`src/rtl/mux_slave_arbiter.sv`:
```
// Two-master, one-slave round-robin arbiter for the req/ack bus.
// Grant is held for a whole transaction; read data is steered back to the master that owned the read.
module mux_slave_arbiter #(
  parameter int ADDR_W = 32,
  parameter int DATA_W = 32
) (
  input  logic              clk,
  input  logic              rst,
  input  logic              m0_req_in,
  input  logic [ADDR_W-1:0] m0_addr_in,
  input  logic              m0_cmd_in,
  input  logic [DATA_W-1:0] m0_wdata_in,
  output logic              m0_ack_out,
  output logic [DATA_W-1:0] m0_rdata_out,
  input  logic              m1_req_in,
  input  logic [ADDR_W-1:0] m1_addr_in,
  input  logic              m1_cmd_in,
  input  logic [DATA_W-1:0] m1_wdata_in,
  output logic              m1_ack_out,
  output logic [DATA_W-1:0] m1_rdata_out,
  output logic              s_req_out,
  output logic [ADDR_W-1:0] s_addr_out,
  output logic              s_cmd_out,
  output logic [DATA_W-1:0] s_wdata_out,
  input  logic              s_ack_in,
  input  logic [DATA_W-1:0] s_rdata_in,
  output logic [1:0]        grant_out
);

  typedef enum logic [1:0] {IDLE, GNT0, GNT1} state_t;

  state_t state, state_nxt;
  logic   prio, prio_nxt;
  logic   rd_pend, rd_owner;
  logic   gnt0, gnt1;
  logic   acked;

  assign gnt0  = (state == GNT0);
  assign gnt1  = (state == GNT1);
  assign acked = s_ack_in && (gnt0 || gnt1);

  always_ff @(posedge clk or negedge rst) begin
    if (!rst) begin
      state    <= IDLE;
      prio     <= 1'b0;
      rd_pend  <= 1'b0;
      rd_owner <= 1'b0;
    end else begin
      state    <= state_nxt;
      prio     <= prio_nxt;
      rd_pend  <= acked && !s_cmd_out;
      rd_owner <= gnt1;
    end
  end

  always_comb begin
    state_nxt = state;
    prio_nxt  = prio;
    unique case (state)
      IDLE: begin
        if (m0_req_in && m1_req_in) state_nxt = prio ? GNT1 : GNT0;
        else if (m0_req_in)         state_nxt = GNT0;
        else if (m1_req_in)         state_nxt = GNT1;
      end
      GNT0: begin
        if (s_ack_in) begin
          prio_nxt  = 1'b1;
          state_nxt = m1_req_in ? GNT1 : IDLE;
        end else if (!m0_req_in) begin
          state_nxt = IDLE;
        end
      end
      GNT1: begin
        if (s_ack_in) begin
          prio_nxt  = 1'b0;
          state_nxt = m0_req_in ? GNT0 : IDLE;
        end else if (!m1_req_in) begin
          state_nxt = IDLE;
        end
      end
      default: state_nxt = IDLE;
    endcase
  end

  always_comb begin
    s_req_out   = 1'b0;
    s_addr_out  = '0;
    s_cmd_out   = 1'b0;
    s_wdata_out = '0;
    if (gnt0) begin
      s_req_out   = m0_req_in;
      s_addr_out  = m0_addr_in;
      s_cmd_out   = m0_cmd_in;
      s_wdata_out = m0_wdata_in;
    end else if (gnt1) begin
      s_req_out   = m1_req_in;
      s_addr_out  = m1_addr_in;
      s_cmd_out   = m1_cmd_in;
      s_wdata_out = m1_wdata_in;
    end
  end

  assign m0_ack_out = s_ack_in && gnt0;
  assign m1_ack_out = s_ack_in && gnt1;
  assign grant_out  = {gnt1, gnt0};

  // Read return follows the registered owner, so it survives a same-cycle grant handover.
  assign m0_rdata_out = (rd_pend && !rd_owner) ? s_rdata_in : '0;
  assign m1_rdata_out = (rd_pend &&  rd_owner) ? s_rdata_in : '0;

endmodule

```
`config.mk`:
```
export PLATFORM = sky130hd
export DESIGN_NAME = mux_slave_arbiter
export DESIGN_NICKNAME = d
export VERILOG_FILES = /design/src/rtl/mux_slave_arbiter.sv
export SDC_FILE = /design/constraint.sdc
export NUM_CORES = 1
export LEC_CHECK = 0
export ABC_CLOCK_PERIOD_IN_PS = 2200
export BUFFER_PORTS_ARGS = -buffer_cell sky130_fd_sc_hd__buf_2
export CAP_MARGIN = 20
export CORE_AREA = 4 4 114 116
export DETAILED_ROUTE_END_ITERATION = 6
export DIE_AREA = 0 0 118 120
export MAX_ROUTING_LAYER = met4
export PLACE_DENSITY = 0.46
export SYNTH_ARGS = -nofsm -noshare
export SYNTH_HDL_FRONTEND = slang
export SYNTH_SLANG_ARGS = --single-unit
export TNS_END_PERCENT = 30
```
`constraint.sdc`:
```
create_clock -name clk -period 2.2 [get_ports clk]
set_input_delay 0.33 -clock clk [delete_from_list [all_inputs] [get_ports clk]]
set_output_delay 0.33 -clock clk [all_outputs]
set_load 0.01 [all_outputs]
```
-- After elaboration in Yosys (flattened, before gate mapping)
Cells that the tools add are included.
- flip-flop bits (word level): 5
- word-level logic and storage cells: 49
- equal/unequal tests: 7
- muxes and demuxes: 24
- reductions and logical operators: 14
- operator list (kind ; count):
    $mux W32 ; 6
    $mux W2 ; 9
    $logic_and A1 B1 Y1 ; 7
    $mux W1 ; 7
    $ne A3 B3 Y1 const B ; 2
    $pmux W2 S3 ; 1
    $reduce_and A3 Y1 ; 2
    $ne A2 B2 Y1 const B ; 2
    $ne A4 B4 Y1 const B ; 1
    $eq A2 B1 Y1 const B ; 1
    $eq A2 B2 Y1 const B ; 1
    $logic_not A1 Y1 ; 2
    $logic_not A2 Y1 ; 1
    $pmux W1 S2 ; 1
    $reduce_bool A2 Y1 ; 1
    $logic_or A1 B1 Y1 ; 1

-- Logic depth before layout (Yosys ltp)
- depth in word-level cells: 5
- mapped depth: 7

-- Worst setup path before layout
No wires, ideal clock.
- path kind: reg2out
- from: register state[1]
- to: output port s_req_out
- data arrival time: 1.382 ns
- required time: 1.870 ns
- path slack: 0.488 ns
- cell stages (with the launch flop): 7
- path buffers: 3
- path through: dfrtp_1 inv_1 ha_1 buf_4 buf_6 buf_2 o21ai_0
- elaborated cells between the ends (all ways): 4
- classes of those cells: eq/ne (2); mux (2)
- RTL lines (element ; line ; text):
    start: declaration ; 32 ; state_t state, state_nxt;
    start signal: assignment ; 49 ; state <= state_nxt;
    $eq A2 B1 Y1 ; 38 ; assign gnt0 = (state == GNT0);
    via gnt0 ; 35 ; logic gnt0, gnt1;
    $mux W1 ; 90 ; if (gnt0) begin
    end: declaration ; 21 ; output logic s_req_out,
The timed path passes the listed nets, and every way through them passes these cells.

-- Final worst setup path
- from: register state[1]
- to: output port s_cmd_out
- longest elaborated chain between the ends: 3
- elaborated cells between the ends (all ways): 4
- classes of those cells: eq/ne (2); mux (2)
- RTL lines (element ; line ; text):
    $eq A2 B2 Y1 ; 39 ; assign gnt1 = (state == GNT1);
    $mux W1 ; 95 ; end else if (gnt1) begin
    $mux W1 (*) ; 90 ;
    end: declaration ; 23 ; output logic s_cmd_out,
Every way passes the cells marked *; elsewhere a longest branch is shown, timed or not.

==> flow_summary_export.csv <==
group,metric,value,unit
route,drtIter0Drc,59,
yosys,syn_area_per_cell,8.61,µm²
timing,period_needed,2.12,ns
grt,antenna_found_initial,1,
yosys,synth_seq_cells,5,
grt,grt_use_total,12.5,%
power,peakVddDrop,0.000374,V
clock_tree,clk_latency,0.23,ns
route,viasPerCell,4.34,
critical_path,path_cells,"inv_1 -> ha_4 -> nor2b_4 -> buf_12 -> clkbuf_16 -> a22o_4 -> buf_2",
floorplan,die_h,120,µm
floorplan,core,11900,µm²
power,p_clk_share,8.0,%
timing,max-slew-margin-rel,66.7,%
final_layout,layout_common_cells,"buf_2, a22o_2, and2_1, and3_1, nand2_1",
route,routed.top_layer,"met4",
yosys,synth-simple-area-share,29.4,%
floorplan,rows,40,
clock_tree,cts_buffers,3,
timing,fin_skew,0.00155,ns
yosys,synth_top_family_by_area,"compound AO/OA/AOI/OAI gates",
floorplan,dieArea,14200,µm²
critical_path,startpoint_type,"register",
power,switching_share,47.8,%
place,gp_congestion,0.888,
power,p_seq_share,4.9,%
critical_path,cp-end-kind,"output port",
clock_tree,clkTransAtPathRegs,0.04,ns
final_layout,nFillCells,1305,
timing,setup_viol,0,
power,p_per_area,1120,nW/µm²
timing,layout_setup_ws,0.0784,ns
power,leakage,2.21,nW
critical_path,worst_ep_required_time,1.87,ns
route,route.detailed.drc,0,
critical_path,crit_fanout,9,
timing,final.setup.tns,0,ns
route,dr_wl_met2,5530,µm
outcome,status,"finished, final reports clean",
yosys,synth_area,1670,µm²
yosys,yosys.area_share.xor_xnor,0,%
yosys,synth_fa_ha_area_share,4.49,%
grt,grt_pass1_wl,13900,µm
yosys,synth_compound_area_share,42.9,%
yosys,synthMuxAreaShare,1.20,%
route,drt-pass1-iter-count,4,
timing,worst_pin_slew,0.498,ns
timing,fin_crit_sh,96.4,%
timing,drv_slew,0,
final_layout,drive_gt1_share,79.3,%
power,p_sw,0.00181,W
timing,fmax,0.471,GHz
route,m1WireLength,3730,µm
floorplan,die_width,118,µm
place,pre_cts_ws,0.267,ns
clock_tree,clk_path_buf_depth,2,
clock_tree,cts_sinks,5,
yosys,synth.yosys.warnings,0,
power,p_comb_share,87.2,%
grt,grt_pass1_vias,2581,
floorplan,boundaryPins,301,
route,wl_per_cell,16.3,µm
yosys,yosys.cell_types.count,24,
critical_path,cp_slowest_stage_delay,0.41,ns
final_layout,final_common_cell,"buf_2",
grt,grt_max_degree,65,
final_layout,fin_nets,657,
yosys,syn_nets,367,
final_layout,syn_to_final_growth,103,%
grt,overflow,0,
timing,finalHoldViolCount,0,
floorplan,start_util,14.0,%
critical_path,critPathSlowestCell,"dfrtp_1",
place,dpl.hpwl,8480,µm
power,p_int,0.00198,W
worst_hold_path,hold_path.class,"primary input to register",
critical_path,cp.arrival,1.79,ns
clock_tree,cts_root_buf,"clkbuf_16",
place,io_buffers,300,
timing,grt_setup_unrepaired,"false",
clock_tree,h-tree-depth,1,
clock_tree,cts_tree,"done",
route,vias,2739,
route,routed_wl,10300,µm
job,drv_cap,0,
critical_path,critical_path_class,"register to output port",
route,wl_met3,945,µm
yosys,synthCells,194,
yosys,yosysSeqAreaShare,7.49,%
route,ant_nets,0,
## power by group through the flow
stage / Sequential [W] / Combinational, W / Clock (W)
2_1_floorplan: 0.000178 / 0.00214 / 0
3_3_place_gp: 0.000177 / 0.00302 / 0
3_5_place_dp: 0.000177 / 0.00304 / 0
4_1_cts: 0.000178 / 0.00305 / 0.000309
5_1_grt: 0.000192 / 0.00357 / 0.000314
6_report: 0.000185 / 0.00330 / 0.000301
## synthesized netlist by cell type
| master | n | area (µm²) |
|---|---|---|
| ha_1 | 6 | 75.1 |
| nor2b_4 | 2 | 27.5 |
| a21boi_0 | 2 | 15.0 |
| buf_12 | 7 | 140 |
| o21ai_0 | 5 | 25.0 |
| nor2b_1 | 1 | 6.26 |
| a22o_4 | 1 | 17.5 |
| nor2_2 | 1 | 6.26 |
| and2_1 | 35 | 219 |
| o32ai_2 | 1 | 16.3 |
| and3_1 | 32 | 200 |
| o31a_1 | 1 | 8.76 |
| a22o_1 | 3 | 26.3 |
| buf_4 | 3 | 22.5 |
| mux2i_1 | 2 | 20.0 |
| clkbuf_1 | 14 | 52.6 |
| nand2_1 | 6 | 22.5 |
| dfrtp_1 | 5 | 125 |
| a22oi_1 | 1 | 7.51 |
| a22o_2 | 60 | 601 |
| nand4b_1 | 1 | 8.76 |
| buf_6 | 1 | 11.3 |
| inv_1 | 3 | 11.3 |
| buf_2 | 1 | 5.00 |
## routing by layer
metal  global-route usage [%]  vias to the layer above
li1                         -                     1320
met1                     12.7                     1244
met2                     23.6                      171
met3                     3.86                        4
met4                     2.64                        0
met5                        -                        -
## cells by family (layout without fill, tap and decap cells)
group                    count (synthesis)  in the layout
adder cells (fa/ha/maj)                  6              6
multiplexers                             2              2
AND/OR/NAND/NOR                         78             78
other                                    0              1
buffers and inverters                   29            318
flip-flops                               5              5
AO/OA/AOI/OAI                           74             74
## through the flow
stage / std cells / power, W / util [%] / hold WS [ns] / cell area, µm²
3_3_place_gp: 619 / 0.00320 / 26.7 / 0.156 / 3180
4_1_cts: 624 / 0.00354 / 27.5 / 0.391 / 3270
3_5_place_dp: 619 / 0.00322 / 26.7 / 0.160 / 3180
5_1_grt: 631 / 0.00408 / 28.5 / 0.398 / 3400
6_report: 631 / 0.00379 / 28.5 / 0.388 / 3400
2_1_floorplan: 194 / 0.00232 / - / 0.0344 / 1670
## worst max-delay path, delay by kind of cell (launching register included)
kind | cells | cell delay [ns]
buffers and inverters | 4 | 0.60
flip-flops | 1 | 0.41
adder cells (fa/ha/maj) | 1 | 0.24
AO/OA/AOI/OAI | 1 | 0.22
AND/OR/NAND/NOR | 1 | 0.07
## repair_timing
item                                   4_1_cts  5_1_grt
endpoints found under the hold margin        5        0
setup endpoints to repair                    0       64
buffers inserted                             0        1
resized for setup                            0        5
hold buffers                                 1        0
## worst paths after layout
kind | startpoint | end | slack (ns) | depth (start not counted)
min in group asynchronous | rst | state[1] | 0.47 | 2
max reg2reg | state[1] | rd_pend | 0.61 | 7
min reg2reg | prio | prio | 0.50 | 2
max in group asynchronous | rst | state[0] | 1.58 | 2
min | m1_cmd_in | rd_pend | 0.39 | 3
max | state[1] | s_cmd_out | 0.08 | 7
## sequential cells by signal, indices dropped and copies added, names as in the netlist
| register | cells |
|---|---|
| state | 2 |
| prio | 1 |
| rd_owner | 1 |
| rd_pend | 1 |
## layout make-up
| cell class | count | area (µm²) | area share [%] |
|---|---|---|---|
| Inverter | 3 | 11.3 | 0.332 |
| Antenna cell | 1 | 2.50 | 0.0737 |
| Tap cell | 147 | 184 | 5.42 |
| Clock inverter | 1 | 5.00 | 0.147 |
| Sequential cell | 5 | 126 | 3.72 |
| Clock buffer | 3 | 75.1 | 2.21 |
| Timing Repair Buffer | 311 | 1670 | 49.3 |
| Multi-Input combinational cell | 160 | 1320 | 38.8 |
(Power assumes the default switching activity.)
